===== src/rtl/hazard_ctrl_if.sv =====
// Pipeline <-> hazard controller signal bundle.
// The pipeline (master) supplies register fields and control bits;
// the controller (slave) returns enables, flushes, forwarding selects,
// its state and the performance counters.
interface hazard_ctrl_if #(
    parameter int CNT_W = 16
);
    logic [4:0]       id_rs;
    logic [4:0]       id_rt;
    logic [4:0]       ex_rs;
    logic [4:0]       ex_rt;
    logic             ex_mem_read;
    logic [4:0]       ex_wreg;
    logic             mem_reg_write;
    logic [4:0]       mem_wreg;
    logic             wb_reg_write;
    logic [4:0]       wb_wreg;
    logic             mem_branch;
    logic             mem_zero;

    logic             pc_write;
    logic             if_id_write;
    logic             id_ex_bubble;
    logic             flush_if_id;
    logic             flush_id_ex;
    logic             flush_ex_mem;
    logic [1:0]       fwd_a;
    logic [1:0]       fwd_b;
    logic             state;
    logic [CNT_W-1:0] stall_cnt;
    logic [CNT_W-1:0] flush_cnt;

    modport master (
        output id_rs, id_rt, ex_rs, ex_rt, ex_mem_read, ex_wreg,
               mem_reg_write, mem_wreg, wb_reg_write, wb_wreg,
               mem_branch, mem_zero,
        input  pc_write, if_id_write, id_ex_bubble, flush_if_id,
               flush_id_ex, flush_ex_mem, fwd_a, fwd_b, state,
               stall_cnt, flush_cnt
    );

    modport slave (
        input  id_rs, id_rt, ex_rs, ex_rt, ex_mem_read, ex_wreg,
               mem_reg_write, mem_wreg, wb_reg_write, wb_wreg,
               mem_branch, mem_zero,
        output pc_write, if_id_write, id_ex_bubble, flush_if_id,
               flush_id_ex, flush_ex_mem, fwd_a, fwd_b, state,
               stall_cnt, flush_cnt
    );
endinterface


===== src/rtl/hazard_ctrl.sv =====
// Hazard controller for a 5-stage single-issue pipeline.
// Load-use hazards freeze PC and IF/ID and bubble ID/EX for LOAD_STALL
// cycles; a taken branch resolved in MEM flushes the three younger
// stages and overrides any stall. Forwarding selects are purely
// combinational. Stall and flush events are tallied in saturating counters.
module hazard_ctrl #(
    parameter int LOAD_STALL = 1,
    parameter int CNT_W      = 16
) (
    input  logic          CLK,
    input  logic          RST,
    hazard_ctrl_if.slave  bus
);

    typedef enum logic {
        RUN   = 1'b0,
        STALL = 1'b1
    } state_e;

    state_e           state_q,     state_d;
    logic [3:0]       scnt_q,      scnt_d;
    logic [CNT_W-1:0] stall_cnt_q, stall_cnt_d;
    logic [CNT_W-1:0] flush_cnt_q, flush_cnt_d;

    logic             lu_s;
    logic             bt_s;
    logic             stall_s;
    logic             flush_s;
    logic [1:0]       fwd_a_s;
    logic [1:0]       fwd_b_s;

    localparam logic [CNT_W-1:0] CNT_ONE  = {{(CNT_W-1){1'b0}}, 1'b1};
    localparam logic [CNT_W-1:0] CNT_MAX  = {CNT_W{1'b1}};
    localparam logic [3:0]       SCNT_RLD = 4'(LOAD_STALL - 1);

    // Forwarding source for one operand: EX/MEM beats MEM/WB, r0 never forwards.
    function automatic logic [1:0] fwd_sel(
        input logic [4:0] src,
        input logic       mem_we,
        input logic [4:0] mem_rd,
        input logic       wb_we,
        input logic [4:0] wb_rd
    );
        logic [1:0] sel;
        if (mem_we && (mem_rd != 5'd0) && (mem_rd == src)) begin
            sel = 2'b10;
        end else if (wb_we && (wb_rd != 5'd0) && (wb_rd == src)) begin
            sel = 2'b01;
        end else begin
            sel = 2'b00;
        end
        return sel;
    endfunction

    // Hazard detection terms.
    always_comb begin
        lu_s = bus.ex_mem_read && (bus.ex_wreg != 5'd0) &&
               ((bus.ex_wreg == bus.id_rs) || (bus.ex_wreg == bus.id_rt));
        bt_s = bus.mem_branch && bus.mem_zero;
    end

    // Next-state, stall/flush decisions and counter updates; bt > STALL > lu.
    always_comb begin
        state_d     = state_q;
        scnt_d      = scnt_q;
        stall_s     = 1'b0;
        flush_s     = 1'b0;
        stall_cnt_d = stall_cnt_q;
        flush_cnt_d = flush_cnt_q;

        if (bt_s) begin
            flush_s = 1'b1;
            state_d = RUN;
            scnt_d  = 4'd0;
        end else if (state_q == STALL) begin
            stall_s = 1'b1;
            if (scnt_q <= 4'd1) begin
                state_d = RUN;
                scnt_d  = 4'd0;
            end else begin
                scnt_d  = scnt_q - 4'd1;
            end
        end else if (lu_s) begin
            stall_s = 1'b1;
            if (LOAD_STALL > 1) begin
                state_d = STALL;
                scnt_d  = SCNT_RLD;
            end else begin
                state_d = RUN;
                scnt_d  = 4'd0;
            end
        end else begin
            state_d = RUN;
        end

        if (stall_s && (stall_cnt_q != CNT_MAX)) begin
            stall_cnt_d = stall_cnt_q + CNT_ONE;
        end else begin
            stall_cnt_d = stall_cnt_q;
        end

        if (flush_s && (flush_cnt_q != CNT_MAX)) begin
            flush_cnt_d = flush_cnt_q + CNT_ONE;
        end else begin
            flush_cnt_d = flush_cnt_q;
        end
    end

    // Operand forwarding selects, independent of controller state.
    always_comb begin
        fwd_a_s = fwd_sel(bus.ex_rs, bus.mem_reg_write, bus.mem_wreg,
                          bus.wb_reg_write, bus.wb_wreg);
        fwd_b_s = fwd_sel(bus.ex_rt, bus.mem_reg_write, bus.mem_wreg,
                          bus.wb_reg_write, bus.wb_wreg);
    end

    // Drive the pipeline controls; reset forces the benign run-through values.
    always_comb begin
        if (RST) begin
            bus.pc_write     = 1'b1;
            bus.if_id_write  = 1'b1;
            bus.id_ex_bubble = 1'b0;
            bus.flush_if_id  = 1'b0;
            bus.flush_id_ex  = 1'b0;
            bus.flush_ex_mem = 1'b0;
            bus.fwd_a        = 2'b00;
            bus.fwd_b        = 2'b00;
        end else begin
            bus.pc_write     = ~stall_s;
            bus.if_id_write  = ~stall_s;
            bus.id_ex_bubble = stall_s;
            bus.flush_if_id  = flush_s;
            bus.flush_id_ex  = flush_s;
            bus.flush_ex_mem = flush_s;
            bus.fwd_a        = fwd_a_s;
            bus.fwd_b        = fwd_b_s;
        end
        bus.state     = state_q;
        bus.stall_cnt = stall_cnt_q;
        bus.flush_cnt = flush_cnt_q;
    end

    // State, residual stall count and performance counters.
    always_ff @(posedge CLK or posedge RST) begin
        if (RST) begin
            state_q     <= RUN;
            scnt_q      <= 4'd0;
            stall_cnt_q <= '0;
            flush_cnt_q <= '0;
        end else begin
            state_q     <= state_d;
            scnt_q      <= scnt_d;
            stall_cnt_q <= stall_cnt_d;
            flush_cnt_q <= flush_cnt_d;
        end
    end

endmodule


===== src/flat_wrapper.sv =====
// flat-port wrapper written by rule: the top's interface ports become plain ports
module hazard_ctrl_flat 
#(
    parameter int LOAD_STALL = 1,
    parameter int CNT_W      = 16
)
  (CLK, RST, bus_id_rs, bus_id_rt, bus_ex_rs, bus_ex_rt, bus_ex_mem_read, bus_ex_wreg, bus_mem_reg_write, bus_mem_wreg, bus_wb_reg_write, bus_wb_wreg, bus_mem_branch, bus_mem_zero, bus_pc_write, bus_if_id_write, bus_id_ex_bubble, bus_flush_if_id, bus_flush_id_ex, bus_flush_ex_mem, bus_fwd_a, bus_fwd_b, bus_state, bus_stall_cnt, bus_flush_cnt);
  hazard_ctrl_if #(.CNT_W(CNT_W)) bus_i ();
  input  logic CLK;
  input  logic RST;
  input wire logic [$bits(bus_i.id_rs)-1:0] bus_id_rs;
  input wire logic [$bits(bus_i.id_rt)-1:0] bus_id_rt;
  input wire logic [$bits(bus_i.ex_rs)-1:0] bus_ex_rs;
  input wire logic [$bits(bus_i.ex_rt)-1:0] bus_ex_rt;
  input wire logic [$bits(bus_i.ex_mem_read)-1:0] bus_ex_mem_read;
  input wire logic [$bits(bus_i.ex_wreg)-1:0] bus_ex_wreg;
  input wire logic [$bits(bus_i.mem_reg_write)-1:0] bus_mem_reg_write;
  input wire logic [$bits(bus_i.mem_wreg)-1:0] bus_mem_wreg;
  input wire logic [$bits(bus_i.wb_reg_write)-1:0] bus_wb_reg_write;
  input wire logic [$bits(bus_i.wb_wreg)-1:0] bus_wb_wreg;
  input wire logic [$bits(bus_i.mem_branch)-1:0] bus_mem_branch;
  input wire logic [$bits(bus_i.mem_zero)-1:0] bus_mem_zero;
  output wire logic [$bits(bus_i.pc_write)-1:0] bus_pc_write;
  output wire logic [$bits(bus_i.if_id_write)-1:0] bus_if_id_write;
  output wire logic [$bits(bus_i.id_ex_bubble)-1:0] bus_id_ex_bubble;
  output wire logic [$bits(bus_i.flush_if_id)-1:0] bus_flush_if_id;
  output wire logic [$bits(bus_i.flush_id_ex)-1:0] bus_flush_id_ex;
  output wire logic [$bits(bus_i.flush_ex_mem)-1:0] bus_flush_ex_mem;
  output wire logic [$bits(bus_i.fwd_a)-1:0] bus_fwd_a;
  output wire logic [$bits(bus_i.fwd_b)-1:0] bus_fwd_b;
  output wire logic [$bits(bus_i.state)-1:0] bus_state;
  output wire logic [$bits(bus_i.stall_cnt)-1:0] bus_stall_cnt;
  output wire logic [$bits(bus_i.flush_cnt)-1:0] bus_flush_cnt;
  assign bus_i.id_rs = bus_id_rs;
  assign bus_i.id_rt = bus_id_rt;
  assign bus_i.ex_rs = bus_ex_rs;
  assign bus_i.ex_rt = bus_ex_rt;
  assign bus_i.ex_mem_read = bus_ex_mem_read;
  assign bus_i.ex_wreg = bus_ex_wreg;
  assign bus_i.mem_reg_write = bus_mem_reg_write;
  assign bus_i.mem_wreg = bus_mem_wreg;
  assign bus_i.wb_reg_write = bus_wb_reg_write;
  assign bus_i.wb_wreg = bus_wb_wreg;
  assign bus_i.mem_branch = bus_mem_branch;
  assign bus_i.mem_zero = bus_mem_zero;
  assign bus_pc_write = bus_i.pc_write;
  assign bus_if_id_write = bus_i.if_id_write;
  assign bus_id_ex_bubble = bus_i.id_ex_bubble;
  assign bus_flush_if_id = bus_i.flush_if_id;
  assign bus_flush_id_ex = bus_i.flush_id_ex;
  assign bus_flush_ex_mem = bus_i.flush_ex_mem;
  assign bus_fwd_a = bus_i.fwd_a;
  assign bus_fwd_b = bus_i.fwd_b;
  assign bus_state = bus_i.state;
  assign bus_stall_cnt = bus_i.stall_cnt;
  assign bus_flush_cnt = bus_i.flush_cnt;
  hazard_ctrl #(.LOAD_STALL(LOAD_STALL), .CNT_W(CNT_W)) u_core (.CLK(CLK), .RST(RST), .bus(bus_i));
endmodule

===== config.mk =====
export PLATFORM = sky130hd
export DESIGN_NAME = hazard_ctrl_flat
export DESIGN_NICKNAME = d
export VERILOG_FILES = /design/src/rtl/hazard_ctrl_if.sv /design/src/rtl/hazard_ctrl.sv /design/src/flat_wrapper.sv
export SDC_FILE = /design/constraint.sdc
export NUM_CORES = 1
export LEC_CHECK = 0
export ABC_AREA = 1
export BUFFER_PORTS_ARGS = -buffer_cell sky130_fd_sc_hd__buf_2
export CAP_MARGIN = 15
export CELL_PAD_IN_SITES_DETAIL_PLACEMENT = 1
export CELL_PAD_IN_SITES_GLOBAL_PLACEMENT = 2
export CORE_MARGIN = 10
export CORE_UTILIZATION = 27
export DETAILED_ROUTE_END_ITERATION = 7
export GPL_ROUTABILITY_DRIVEN = 0
export PLACE_DENSITY = 0.84
export SLEW_MARGIN = 0
export SYNTH_ARGS = -nofsm -noshare
export SYNTH_HDL_FRONTEND = slang
export SYNTH_SLANG_ARGS = --single-unit

===== constraint.sdc =====
create_clock -name CLK -period 2.05 [get_ports CLK]
set_input_delay 0.205 -clock CLK [delete_from_list [all_inputs] [get_ports CLK]]
set_output_delay 0.205 -clock CLK [all_outputs]
set_load 0.02 [all_outputs]

==> results.rst <==
.. list-table::
   :header-rows: 1

   * - Metric
     - Value
   * - CTS Root Buffer Type
     - clkbuf_8
   * - Worst flop-to-flop path startpoint
     - u_core.bus.flush_cnt[0]$_DFFE_PP0P_
   * - RSZ-0062 raised after global routing
     - no
   * - P per Cell Area
     - 652 mW/mm²
   * - Max-slew headroom
     - 0.600
   * - Run status
     - complete, no violations
   * - Violation count after the first detailed-routing iteration
     - 97
   * - First-pass iteration count of the detailed router
     - 4
   * - Initial standard-cell utilization of the core
     - 0.274
   * - Peak supply drop
     - 0.000377 V
   * - Post-synth design cell area
     - 0.00265 mm²
   * - Least-Margin Pin Slew
     - 0.595 ns
   * - Cell Rows
     - 36
   * - Endpoints failing hold
     - 0
   * - Total of hold buffers inserted after clock tree synthesis
     - 0
   * - GRT Overall Usage
     - 0.119
   * - Clock slew seen by the registers of the worst setup and hold paths
     - 0.08 ns
   * - Final Setup Violations
     - 0
   * - Routed Antenna Nets
     - 0
   * - Max capacitance violation total
     - 0
   * - Synthesized netlist cell count
     - 376
   * - DPL Wire Length
     - 6830 µm
   * - Antenna cells
     - 0
   * - Capturing element of the worst setup path
     - u_core.bus.flush_cnt[5]$_DFFE_PP0P_
   * - Commonest cells after routing, fill and taps aside
     - nand2_1, buf_2, inv_1, nor2_1, dfrtp_1
   * - Worst setup path class
     - register to register
   * - Final TNS setup
     - 0 ns
   * - Commonest non-fill, non-tap cell in the layout
     - nand2_1
   * - Classification of the worst-slack hold path
     - input port to asynchronous set/reset pin
   * - Worst R2R Setup Slack
     - 0.20 ns
   * - Pin count of the biggest net entering global routing
     - 38
   * - CTS resizes
     - 0
   * - Syn nets
     - 422
   * - Period utilization
     - 0.901
   * - Post-Route WL
     - 8380 µm
   * - Die extent in x
     - 119 µm
   * - Area fraction of the dominant cell type after synthesis
     - 0.349
   * - Clock Sinks
     - 37
   * - Mean post-synth cell area
     - 7.05 µm²
   * - Drt drc
     - 0
   * - Vias in the first global route
     - 2998
   * - Kind of launch point of the worst setup path
     - register
   * - Total count of max-transition violations in the final report
     - 0
   * - Detailed-route via count
     - 2739
   * - Number of antenna violations at the first check in global routing
     - 0
   * - Number of CTS-inserted buffers
     - 5
   * - Post-CTS setup buffers
     - 0
   * - Synth Register Bits
     - 37
   * - Yosys warning total
     - 0
   * - Via-per-instance ratio
     - 4.59
   * - Nets
     - 509
   * - Critical path fanouts, max
     - 9
   * - Util after Layout
     - 0.340
   * - Final setup skew
     - 0.00865 ns
   * - Clock H-tree levels
     - 2
   * - Die area
     - 0.0142 mm²
   * - Netlist cell types
     - 24
   * - Fraction of final layout cells sized beyond drive strength 1
     - 0.233
   * - Clock tree from TritonCTS
     - done
   * - Number of I/O pins
     - 85
   * - Critical Path Source
     - u_core.bus.flush_cnt[0]$_DFFE_PP0P_
   * - # port buffers
     - 84
   * - Endpoint of the most critical register-to-register path
     - u_core.bus.flush_cnt[5]$_DFFE_PP0P_
   * - Placeable core area
     - 0.00968 mm²
   * - First-pass GRT wire length
     - 14400 µm
   * - Fin crit period
     - 1.85 ns
   * - Drt wl/cell
     - 14.0 µm
   * - Post-synthesis cell type with the largest combined area
     - dfrtp_1
   * - Crit path arrival time
     - 2.03 ns
   * - Setup crit end kind
     - register
   * - Portion of the post-synthesis area used by sequential elements
     - 0.349
   * - Standby leakage power
     - 1.77 nW
   * - Sum of overflow across all layers after global routing
     - 0
   * - Maximum frequency from static timing analysis
     - 0.541 GHz
   * - FILL cells
     - 1280
   * - Insertion delay to the later sink of the worst-skew pair
     - 0.29 ns
   * - Cells taking the most area after synthesis
     - dfrtp_1, nand2_1, xor2_1, inv_1, xnor2_1
   * - Vertical extent of the die
     - 119 µm
   * - Synthesis-to-finish area growth
     - 24.4%
   * - Path depth of the worst reg2reg path
     - 8
   * - Data required time of the worst path
     - 2.23 ns
   * - Buffer levels on the longest clock path
     - 2
## how the worst min path moves through the flow
stage                                      start                                   to  slack [ns]  cells past startpoint
floorplan                                    RST  u_core.bus.flush_cnt[0]$_DFFE_PP0P_        0.39                      1
global placement    u_core.scnt_q[1]$_DFFE_PP0P_         u_core.scnt_q[1]$_DFFE_PP0P_        0.49                      2
detailed placement  u_core.scnt_q[1]$_DFFE_PP0P_         u_core.scnt_q[1]$_DFFE_PP0P_        0.49                      2
CTS                                          RST  u_core.bus.stall_cnt[1]$_DFFE_PP0P_        0.20                      3
global route                                 RST  u_core.bus.stall_cnt[1]$_DFFE_PP0P_        0.23                      3
finish                                       RST  u_core.bus.stall_cnt[7]$_DFFE_PP0P_        0.18                      3
## layer usage
layer | up-vias | routed length, µm | global-route usage
met5 | - | 0 | 0
met1 | 1308 | 3900 | 0.143
met2 | 64 | 3950 | 0.205
li1 | 1363 | - | -
met4 | 0 | 59 | 0.0282
met3 | 4 | 464 | 0.0316
## power breakdown
group	switching, mW	internal, mW	total [mW]	leakage [nW]
sequential	0.138	0.827	0.965	0.493
clock	0.283	0.235	0.519	0.0439
combinational	0.425	0.241	0.665	1.24
## stage by stage
stage                     setup WS (ns)  instances  cell area [µm²]  total power, mW  hold WS, ns
final                             0.202        597             3300             2.15        0.178
after global placement            0.240        589             3210             1.64        0.487
after floorplan                   0.104        376             2650             1.38        0.393
after detailed placement          0.203        589             3210             1.66        0.494
after global routing             0.0278        597             3300             2.32        0.233
after CTS                         0.181        597             3300             2.20        0.198
## cells by family (layout without fill, tap and decap cells)
| family | Yosys count | in the layout | synth area share |
|---|---|---|---|
| AND/OR/NAND/NOR | 227 | 227 | 0.386 |
| buffers and inverters | 59 | 147 | 0.0935 |
| XOR/XNOR | 41 | 41 | 0.136 |
| flip-flops | 37 | 37 | 0.349 |
| AO/OA/AOI/OAI | 8 | 8 | 0.0170 |
| adder cells (fa/ha/maj) | 4 | 4 | 0.0189 |
## worst max-delay path, stage by stage, from the launching register on
cell     delay (ns)
dfrtp_1        0.44
ha_1           0.25
nand3_1        0.14
nor2_1         0.07
nand3_1        0.08
nand2_2        0.12
nor2_1         0.33
nand3_1        0.14
xor2_1         0.17
## registers in the layout, indices dropped and copies added (netlist names)
| signal | flops |
|---|---|
| u_core.bus.flush_cnt | 16 |
| u_core.scnt_q | 4 |
| u_core.bus.state | 1 |
| u_core.bus.stall_cnt | 16 |
## Yosys cell counts
library cell,instances
nand3_1,30
buf_4,4
o41ai_1,1
ha_1,4
nor2_1,38
nor2_2,1
buf_2,3
nand3_4,1
xor2_1,22
inv_1,50
nand2_2,4
xnor2_1,19
buf_6,1
nor3_1,10
a31oi_1,1
o21ai_0,6
dfrtp_1,37
nand2_1,110
nor3_4,1
or2_2,4
nor4_1,2
nand3b_1,1
inv_2,1
nand4_1,25
## area by class of cell
cell class	count	area [µm²]	share of cell area
Tap cell	133	166	0.0505
Sequential cell	37	926	0.281
Inverter	51	191	0.0581
Multi-Input combinational cell	280	1480	0.448
Clock buffer	5	68.8	0.0209
Clock inverter	3	17.5	0.00531
Timing Repair Buffer	88	450	0.137
Power figures use the tool's default switching activity.
